File: config.mk
export PLATFORM = sky130hd
export DESIGN_NAME = gamepad_command_queue
export DESIGN_NICKNAME = d
export VERILOG_FILES = /design/src/rtl/gamepad_command_queue.sv
export SDC_FILE = /design/constraint.sdc
export NUM_CORES = 1
export LEC_CHECK = 0
export ABC_AREA = 1
export BUFFER_PORTS_ARGS = -buffer_cell sky130_fd_sc_hd__buf_2
export CORE_UTILIZATION = 45
export CTS_CLUSTER_SIZE = 14
export DETAILED_ROUTE_END_ITERATION = 7
export HOLD_SLACK_MARGIN = 0.08
export PLACE_DENSITY = 0.73
export SETUP_SLACK_MARGIN = 0.3
export SKIP_CTS_REPAIR_TIMING = 1
export SLEW_MARGIN = 40
export SYNTH_ARGS = -nofsm -noshare
export SYNTH_HDL_FRONTEND = slang
export SYNTH_SLANG_ARGS = --single-unit
export TNS_END_PERCENT = 100
File: constraint.sdc
create_clock -name Clock50 -period 1.6 [get_ports Clock50]
set_input_delay 0.08 -clock Clock50 [delete_from_list [all_inputs] [get_ports Clock50]]
set_output_delay 0.08 -clock Clock50 [all_outputs]
set_load 0.1 [all_outputs]
File: src/rtl/gamepad_command_queue.sv
// Frame-synchronous gamepad front end: debounces buttons once per v_sync frame,
// turns new presses into one-hot commands and releases one command per frame.
module gcq_debounce_lane #(
    parameter int FRAMES = 2
) (
    input  logic Clock50,
    input  logic Reset,
    input  logic en,
    input  logic sample,
    output logic stable,
    output logic rise
);
    localparam int CNW = $clog2(FRAMES + 1);

    logic [CNW-1:0] cnt;
    logic [CNW-1:0] cnt_nxt;
    logic           qualify;

    assign cnt_nxt = cnt + CNW'(1);
    assign qualify = en && (sample != stable) && (cnt_nxt == CNW'(FRAMES));
    // Only presses produce events; a qualified release just clears the level.
    assign rise    = qualify & sample;

    always_ff @(posedge Clock50 or negedge Reset) begin
        if (!Reset) begin
            cnt    <= '0;
            stable <= 1'b0;
        end else if (en) begin
            if (sample == stable) begin
                cnt <= '0;
            end else if (qualify) begin
                stable <= sample;
                cnt    <= '0;
            end else begin
                cnt <= cnt_nxt;
            end
        end
    end
endmodule

module gamepad_command_queue #(
    parameter int WIDTH            = 12,
    parameter int DEBOUNCE_FRAMES  = 2,
    parameter int FIFO_DEPTH       = 4,
    parameter int VSYNC_ACTIVE_LOW = 1
) (
    input  logic                            Clock50,
    input  logic                            Reset,
    input  logic                            v_sync,
    input  logic [WIDTH-1:0]                Botoes,
    input  logic                            clear_overflow,
    output logic [WIDTH-1:0]                Comando,
    output logic                            Comando_valid,
    output logic [WIDTH-1:0]                Pressionados,
    output logic [$clog2(FIFO_DEPTH):0]     fifo_count,
    output logic                            overflow
);
    localparam int   PW      = $clog2(FIFO_DEPTH);
    localparam int   CW      = PW + 1;
    localparam logic VS_IDLE = (VSYNC_ACTIVE_LOW != 0);

    typedef enum logic [1:0] {S_IDLE, S_DEBOUNCE, S_PUSH} state_t;

    state_t            state;
    logic [2:0]        vs_pipe;
    logic              tick;
    logic [WIDTH-1:0]  sample;
    logic [WIDTH-1:0]  stable;
    logic [WIDTH-1:0]  rise;
    logic [WIDTH-1:0]  ev;
    logic [WIDTH-1:0]  ev_lsb;
    logic [WIDTH-1:0]  mem [FIFO_DEPTH];
    logic [PW-1:0]     wr_ptr;
    logic [PW-1:0]     rd_ptr;
    logic              fifo_full;
    logic              deb_en;

    // vs_pipe[1:0] is the synchronizer, vs_pipe[2] the edge register; idle level
    // at reset keeps reset release from looking like an edge on an idle line.
    always_ff @(posedge Clock50 or negedge Reset) begin
        if (!Reset) vs_pipe <= {3{VS_IDLE}};
        else        vs_pipe <= {vs_pipe[1:0], v_sync};
    end

    assign tick = (VSYNC_ACTIVE_LOW != 0) ? (vs_pipe[2] & ~vs_pipe[1])
                                          : (~vs_pipe[2] & vs_pipe[1]);

    assign deb_en = (state == S_DEBOUNCE);

    for (genvar i = 0; i < WIDTH; i++) begin : g_lane
        gcq_debounce_lane #(.FRAMES(DEBOUNCE_FRAMES)) u_lane (
            .Clock50 (Clock50),
            .Reset   (Reset),
            .en      (deb_en),
            .sample  (sample[i]),
            .stable  (stable[i]),
            .rise    (rise[i])
        );
    end

    assign Pressionados = stable;
    assign ev_lsb       = ev & (~ev + WIDTH'(1));
    assign fifo_full    = (fifo_count == CW'(FIFO_DEPTH));

    always_ff @(posedge Clock50 or negedge Reset) begin
        if (!Reset) begin
            state         <= S_IDLE;
            sample        <= '0;
            ev            <= '0;
            Comando       <= '0;
            Comando_valid <= 1'b0;
            overflow      <= 1'b0;
            wr_ptr        <= '0;
            rd_ptr        <= '0;
            fifo_count    <= '0;
            for (int i = 0; i < FIFO_DEPTH; i++) mem[i] <= '0;
        end else begin
            Comando_valid <= 1'b0;
            // A drop later in this block overrides the clear (set wins).
            if (clear_overflow) overflow <= 1'b0;
            case (state)
                S_IDLE: begin
                    if (tick) begin
                        sample <= Botoes;
                        state  <= S_DEBOUNCE;
                        if (fifo_count != '0) begin
                            Comando       <= mem[rd_ptr];
                            Comando_valid <= 1'b1;
                            rd_ptr        <= rd_ptr + PW'(1);
                            fifo_count    <= fifo_count - CW'(1);
                        end
                    end
                end
                S_DEBOUNCE: begin
                    ev    <= rise;
                    state <= S_PUSH;
                end
                S_PUSH: begin
                    if (ev == '0) begin
                        state <= S_IDLE;
                    end else begin
                        ev <= ev & ~ev_lsb;
                        if (fifo_full) begin
                            overflow <= 1'b1;
                        end else begin
                            mem[wr_ptr] <= ev_lsb;
                            wr_ptr      <= wr_ptr + PW'(1);
                            fifo_count  <= fifo_count + CW'(1);
                        end
                    end
                end
                default: state <= S_IDLE;
            endcase
        end
    end
endmodule
After elaboration in Yosys (flattened, before gate mapping)
Cells that the tools add are included.
{"block": "op_classes", "n_div": 0, "n_reduce_logical": 48, "shift": 0, "bitwise_logic": 34, "add_sub_neg": 17, "muxes": 47, "n_eq_ne": 44, "order_cmp": 3, "mul": 0}
{"operator": "2-bit two-way mux", "n": 26}
{"operator": "48-bit bitwise mux", "n": 1}
{"operator": "12-bit two-way mux", "n": 4}
{"operator": "3-bit AND reduction", "n": 14}
{"operator": "2-bit by 1-bit adder with 2-bit output (second input constant)", "n": 14}
{"operator": "2-bit == test (second input constant)", "n": 13}
{"operator": "1-bit logical AND", "n": 25}
{"operator": "12-bit bitwise AND", "n": 2}
{"operator": "12-bit binary-select mux with 2-bit select", "n": 1}
{"operator": "12-bit demux with 2-bit select", "n": 1}
{"operator": "12-bit NOT", "n": 2}
{"operator": "12-bit one-hot mux with 2 select lines", "n": 1}
{"operator": "1-bit NOT", "n": 15}
{"operator": "1-bit bitwise AND", "n": 13}
{"operator": "12-bit by 1-bit adder with 12-bit output (second input constant)", "n": 1}
{"operator": "1-bit == test", "n": 12}
{"operator": "12-bit zero test", "n": 1}
{"operator": "3-bit two-way mux", "n": 4}
{"operator": "1-bit inequality test", "n": 12}
{"operator": "2-bit inequality test (second input constant)", "n": 5}
{"operator": "1-bit two-way mux", "n": 7}
{"operator": "3-bit greater-or-equal comparator (second input constant)", "n": 2}
{"operator": "2-bit NOT with 3-bit output", "n": 2}
{"operator": "2-bit one-hot mux with 3 select lines", "n": 1}
{"operator": "other kinds (11)", "n": 14}
{"block": "word_totals", "word_cells": 231, "ram_bits": 0, "rom_bits": 0, "ff_bits": 134, "output_inout_bits": 29, "input_bits": 16, "n_memories": 0, "latchBits": 0}

Logic depth before layout (Yosys ltp)
Gate-level depths: netlist (run 1).
{"block": "depth", "word_depth": 7, "ltp_mapped": 10, "depth_no_buf": 8}

By module
A second synthesis (run 1) with hierarchy kept.
{"block": "hier_totals", "hier_cells": 843, "hier_area_um2": 6557.5}
{"module": "gamepad_command_queue", "seq_area_each_um2": 2456.1, "n_inst": 1, "cells_per_inst": 555, "area_per_inst_um2": 4455.5}
{"module": "gcq_debounce_lane", "seq_area_each_um2": 75.1, "n_inst": 12, "cells_per_inst": 24, "area_per_inst_um2": 175.2}

Least setup slack after synthesis (run 1)
No wires, ideal clock.
{"block": "synth_timing", "path_kind": "register -> register", "from": "register fifo_count[2]", "to": "register mem[20] in the netlist's numbering", "period_less_slack_ns": 1.999, "n_path_buf": 1, "stages_incl_launch_ff": 9, "required_ns": 1.484, "arrival_ns": 1.883, "setup_slack_ns": -0.399, "cell_sequence": "dfrtp_1 inv_1 nor3_1 inv_1 nand3_4 nor2_4 buf_6 nand2_1 nand2_1"}
{"block": "synth_between", "elab_chain_cells": 3}
{"element": "from (decl)", "line": "55", "text": "output logic [$clog2(FIFO_DEPTH):0] fifo_count,"}
{"element": "from (signal assigned)", "line": "130", "text": "fifo_count <= fifo_count - CW'(1);"}
{"element": "from (signal assigned)", "line": "148", "text": "fifo_count <= fifo_count + CW'(1);"}
{"element": "3-bit == test", "line": "103", "text": "assign fifo_full = (fifo_count == CW'(FIFO_DEPTH));"}
{"element": "1-bit NOT (no source line)"}
{"element": "3-bit AND reduction (no source line)"}
{"element": "to (signal, indexed assignment)", "line": "146", "text": "mem[wr_ptr] <= ev_lsb;"}
{"element": "to (decl)", "line": "72", "text": "logic [WIDTH-1:0] mem [FIFO_DEPTH];"}
No other way between the ends.
A chain may end at the register's enable or synchronous reset.

Worst setup path after layout (run 1)
{"block": "layout_timing", "from": "register state[1]", "to": "register g_lane[11].u_lane.stable"}
{"block": "layout_between", "elab_chain_cells": 4}
{"element": "from (decl)", "line": "64", "text": "state_t state;"}
{"element": "from (signal assigned)", "line": "107", "text": "state <= S_IDLE;"}
{"element": "from (signal assigned)", "line": "125", "text": "state <= S_DEBOUNCE;"}
{"element": "from (signal assigned)", "line": "136", "text": "state <= S_PUSH;"}
{"element": "2-bit by 1-bit == test with 1-bit output (*)", "line": "88", "text": "assign deb_en = (state == S_DEBOUNCE);"}
{"element": "1-bit logical AND (2 in a row)", "line": "20", "text": "assign qualify = en && (sample != stable) && (cnt_nxt == CNW'(FRAMES));"}
{"element": "3-bit AND reduction (no source line) (*)"}
{"element": "to (signal assigned)", "line": "32", "text": "stable <= sample;"}
{"element": "to (decl)", "line": "10", "text": "output logic stable,"}
Every way passes the cells marked *; elsewhere a longest branch is shown, timed or not.

==> results of run 1 <==
==> Yosys cell counts <==
cell type | count | area [sq um]
xnor2_1 | 2 | 17.5
o32ai_1 | 12 | 105
buf_2 | 6 | 30.0
nand3_4 | 1 | 17.5
nor2_1 | 114 | 428
nand2_1 | 258 | 968
inv_2 | 4 | 15.0
nand2_2 | 1 | 6.26
nor2_4 | 6 | 67.6
buf_6 | 5 | 56.3
xor2_1 | 2 | 17.5
nor2_2 | 2 | 12.5
nand3_1 | 25 | 125
inv_1 | 65 | 244
ha_1 | 16 | 200
nand2_4 | 2 | 22.5
dfstp_2 | 3 | 78.8
o21ai_1 | 4 | 20.0
clkbuf_1 | 8 | 30.0
nand4_1 | 4 | 25.0
o22ai_1 | 1 | 6.26
buf_4 | 17 | 128
dfrtp_1 | 131 | 3280
fa_1 | 1 | 20.0
a31oi_1 | 12 | 75.1
o21ai_0 | 55 | 275
buf_1 | 2 | 7.51
nor3_1 | 2 | 10.0
==> stage by stage <==
| stage | area [sq um] | setup TNS, ns | instances |
|---|---|---|---|
| 6_report | 8700 | 0 | 1051 |
| 5_1_grt | 8700 | -1.02 | 1051 |
| 4_1_cts | 7350 | 0 | 997 |
| 3_5_place_dp | 6720 | 0 | 966 |
| 3_3_place_gp | 6720 | 0 | 966 |
| 2_1_floorplan | 6340 | 0 | 761 |
==> routing by layer <==
metal	track usage, %	vias to the layer above	wire [um]	part of all wire [%]
met5	0	-	0	0
met4	6.17	0	388	2.3
met3	4.81	33	630	3.7
met2	32.9	154	8870	53
met1	26.4	2657	6950	41
li1	-	2601	-	-
==> layout by cell type, fill, tap and decap left out, drive strengths merged <==
master,synthesis,final
nand2,261,261
nor2,122,123
a31oi,12,12
nand4,4,4
inv,69,68
dlygate4sd3,0,15
buf,30,74
o21ai,59,59
xnor2,2,2
bufinv,0,4
fa,1,1
o22ai,1,1
xor2,2,2
dfrtp,131,131
dfstp,3,3
nor3,2,2
clkinvlp,0,10
clkbuf,8,44
clkinv,0,5
ha,16,16
nand3,26,26
o32ai,12,12
==> final cells by class <==
type,instances,area share [%]
clock buffer,19,5.21
clock inverter,12,2.04
inverter,69,3.45
multi-input combinational,521,35.3
sequential,134,38.8
tap,176,2.53
timing repair buffer,114,11.9
timing repair inverter,6,0.705
==> cell families (layout without fill, tap and decap cells) <==
kind of cell	Yosys count	after routing	synth area share, %
AOI/OAI and AO/OA	84	84	7.66
xor gates and xnor gates	4	4	0.557
adders and majority gates	17	17	3.50
buffers and inverters	107	220	8.12
DFF	134	134	53.4
and+or+nand+nor	415	416	26.8
==> how the worst min path moves through the flow <==
stage	end	depth (start not counted)	startpoint	slack (ns)
detailed placement	mem[36]	1	Reset	0.02
floorplan	Comando[0]	0	Reset	-0.22
global placement	mem[36]	1	Reset	0.02
global route	mem[36]	2	Reset	0.16
CTS	mem[36]	1	Reset	-0.43
finish	mem[36]	2	Reset	0.12
==> flip-flops by register name, indices dropped and copies added, names as in the netlist, 3 cells and up <==
name and count:
ev 12, Comando 12, mem 48, sample 12, fifo_count 3, g_lane.u_lane.cnt 24, vs_pipe 3, g_lane.u_lane.stable 12
==> critical path, cell delays in order, from the launching register on <==
cell	delay [ns]
dfrtp_2	0.44
nor2_4	0.27
buf_6	0.17
buf_12	0.16
buf_12	0.11
nand3_4	0.10
o21ai_2	0.15
nand2_1	0.08
==> power by group through the flow <==
stage               Combinational, uW  Sequential (uW)  Clock (uW)
floorplan                        4260             6580           0
global placement                 6690             5250           0
detailed placement               6830             5290           0
CTS                              6890             5240        4200
global route                     9630             5620        4360
finish                           8950             5480        4200
==> flow_metrics.tcl, run 1 <==
set metrics [dict create \
    numCtsBuffers 17 \
    cp-start-kind "flop" \
    slew_violations 0 \
    pwr-share-seq_pct 29.4 \
    firstDrtPassIters 6 \
    syn-num-nets 794 \
    reg2reg_to "g_lane[11].u_lane.stable" \
    cts_max_level 4 \
    start_util_pct 46.7 \
    synth.cell_area_sq_mm 0.00629 \
    clock-sinks 134 \
    routed_via_density 5.18 \
    path_max_fanout 8 \
    grt_pass1_wl_um 23000 \
    fin_util_pct 64.6 \
    multi_input_area_sq_mm 0.00307 \
    combinationalPowerShare_pct 48.0 \
    p_int_uw 9970 \
    place_ws_ns 0.0982 \
    cts_tree "yes" \
    cts.reportedPaths.clkPinSlew_ns 0.06 \
    peakVddDrop_mv 1.36 \
    critPathKind "flop to flop" \
    ios 45 \
    pwr-share-clk_pct 22.5 \
    maxCapViolCount 0 \
    regArea_sq_mm 0.00337 \
    finalCriticalPeriod_ns 1.60 \
    relSlewSlack_pct 68.1 \
    drtIter0Drc 440 \
    port_buffers 44 \
    r2r_setup_slack_ns 0.004 \
    nFillCells 1043 \
    yosysSeqAreaShare_pct 53.4 \
    core_sq_mm 0.0135 \
    clock_latency_ns 0.43 \
    yosysWarnings 0 \
    finalCritPeriodShare_pct 99.7 \
    clock_skew_ns 0.0127 \
    worst_slack_ns 0.00420 \
    finalPower_uw 18600 \
    endpoint "g_lane[11].u_lane.stable" \
    die_w_um 120 \
    hpwl_um 9040 \
    rsz0062_at_grt "yes" \
    drc 0 \
    grt_overflow_total 0 \
    grt_usage_pct 20.1 \
    r2r_start "state[1]" \
    antenna_found_initial 0 \
    drive_gt1_share_pct 31.9 \
    worstRegToRegCells 7 \
    critPathRequiredTime_ns 1.90 \
    critPathLaunch "state[1]" \
    grt_pass1_vias 4879 \
    gp_congestion 0.788 \
    fmax_mhz 627 \
    synth.distinct_cells 28 \
    postRouteAntennaNets 0 \
    clock-root-buffer "clkbuf_16" \
    power.switching_uw 8660 \
    power_density_mw_per_mm2 2140 \
    setup_viol 0 \
    wl_per_cell_um 16.0 \
    swShare_pct 46.5 \
    leakagePower_uw 0.00431 \
    cts_max_path_buffers 2 \
    postSynthAreaPerCell_sq_um 8.26 \
    cp.arrival_ns 1.90 \
    grt_max_degree 42 \
    fp.dieArea_sq_mm 0.0144 \
    worst_pin_slew_ns 0.482 \
    wirelength_um 16800 \
    ys_ff_latch 134 \
    fin_nets 896 \
    hold_viol_final 0 \
    hold-worst-slack_ns 0.125 \
    outcome "complete, no violations" \
    n_antenna_cell 0 \
    end_kind "flop" \
    die_h_um 120 \
    min_path_type "input port to asynchronous set/reset pin" \
    rows 42 \
    vias 5445 \
    syn-instance-count 761 \
    synthToLayoutAreaGrowth_pct 38.3 \
]
No activity file was read; power rests on OpenSTA's default activity.
==> inputs of run 2 (changes only) <==
Settings changed: BUFFER_PORTS_ARGS -buffer_cell sky130_fd_sc_hd__buf_2 to -buffer_cell sky130_fd_sc_hd__buf_4.
Clock period 1.6 ns to 1.8 ns, I/O delays scaled along.
==> flow_metrics.tcl, run 2 (same netlist as run 1, synthesis figures left out) <==
set metrics [dict create \
    relSlewSlack_pct 69.4 \
    fin_nets 867 \
    die_w_um 120 \
    cts_max_level 4 \
    die_h_um 120 \
    cts_tree "yes" \
    fin_cells 1023 \
    worst_pin_slew_ns 0.458 \
    grt_pass1_vias 4960 \
    core_sq_mm 0.0135 \
    critPathKind "flop to flop" \
    antenna_found_initial 0 \
    slew_violations 0 \
    postRouteAntennaNets 0 \
    placed_cells 958 \
    rsz0062_at_grt "yes" \
    cp-start-kind "flop" \
    cp.arrival_ns 1.86 \
    wirelength_um 14900 \
    peakVddDrop_mv 1.18 \
    most-common-layout-cells "nand2_1 (240), dfrtp_1 (126), nor2_1 (108)" \
    firstDrtPassIters 7 \
    port_buffers 44 \
    fp.dieArea_sq_mm 0.0144 \
    clock_skew_ns 0.00552 \
    critPathRequiredTime_ns 2.11 \
    r2r_setup_slack_ns 0.25 \
    synthToLayoutAreaGrowth_pct 25.3 \
    setup_viol 0 \
    numCtsBuffers 17 \
    clock-sinks 134 \
    n_antenna_cell 0 \
    outcome "complete, no violations" \
    routed_via_density 5.06 \
    hold_viol_final 0 \
    regMostFlops "mem" \
    cts_max_path_buffers 2 \
    leakagePower_uw 0.00409 \
    place_ws_ns 0.225 \
    min_path_type "input port to asynchronous set/reset pin" \
    hold-worst-slack_ns 0.0954 \
    start_util_pct 46.7 \
    cts.reportedPaths.clkPinSlew_ns 0.06 \
    clock-root-buffer "clkbuf_16" \
    grt_usage_pct 21.6 \
    wl_per_cell_um 14.6 \
    worst_slack_ns 0.254 \
    power_density_mw_per_mm2 1920 \
    worstRegToRegCells 9 \
    largest_reg_flops 48 \
    path_max_fanout 7 \
    vias 5175 \
    finalCritPeriodShare_pct 85.9 \
    tns_ns 0 \
    grt_pass1_wl_um 24100 \
    final_common_cell "nand2_1" \
    grt_overflow_total 0 \
    reg_top3 "mem x48, g_lane.u_lane.cnt x24" \
    clock_latency_ns 0.42 \
    end_kind "flop" \
    hpwl_um 9200 \
    fmax_mhz 647 \
    grt_max_degree 59 \
    drc 0 \
    maxCapViolCount 0 \
    drive_gt1_share_pct 19.1 \
    gp_congestion 0.846 \
    ios 45 \
    drtIter0Drc 374 \
    finalCriticalPeriod_ns 1.55 \
    finalPower_uw 15100 \
    rows 42 \
]
[run 2: cell count changes in the layout (fill, tap and decap cells not counted), moves of 19 or more]
cell / delta
nor2_1: +24
buf_4: +23
nand2_2: -19
nor2_4: -22
nand2_1: +22
clkbuf_4: -23
o21ai_0: +22
[run 2: layout make-up]
cell class	instances	area [sq um]
clock buffers	23	498
flip-flops and latches	134	3370
multi-input cells	520	2530
repair inverters	1	7.51
repair buffers	91	840
clock inverters	9	145
well taps	176	220
inverters	69	268
fillers	1204	5570
[run 2: path summary, 6_finish.rpt]
| kind | startpoint | to |
|---|---|---|
| min reg2reg | vs_pipe[0] | vs_pipe[1] |
| max | ev[4] | mem[16] |
| min | Reset | Comando[1] |
| max reg2reg | ev[4] | mem[16] |
| max in group asynchronous | Reset | ev[0] |
| min in group Clock50 | v_sync | vs_pipe[0] |
[run 2: report_power, final]
part	total, uW	switching (uW)	leakage, uW	internal [uW]
clock	3750	1260	0.000323	2490
sequential	4700	727	0.00176	3980
combinational	6680	4760	0.00201	1920
[run 2: worst max-delay path: stages, from the launching register on]
cell and delay [ns]:
dfrtp_1 0.40, nor2_2 0.18, nand2_2 0.10, nor2_4 0.15
nand2_4 0.10, nand3_4 0.14, nor2_4 0.09, buf_12 0.15
nand2_1 0.06, nand2_1 0.05
[run 2: metrics by stage]
step	util, %	instance area (sq um)
3_5_place_dp	50.1	6750
6_report	58.6	7880
4_1_cts	54.9	7390
5_1_grt	58.6	7880
2_1_floorplan	-	6300
3_3_place_gp	50.1	6750
[run 2: routing by layer]
layer | up-vias | share of wire (%) | global-route usage [%]
li1 | 2534 | - | -
met4 | 0 | 2.6 | 8.20
met2 | 171 | 48 | 35.4
met5 | - | 0 | 0
met3 | 37 | 5.8 | 5.85
met1 | 2433 | 44 | 27.2
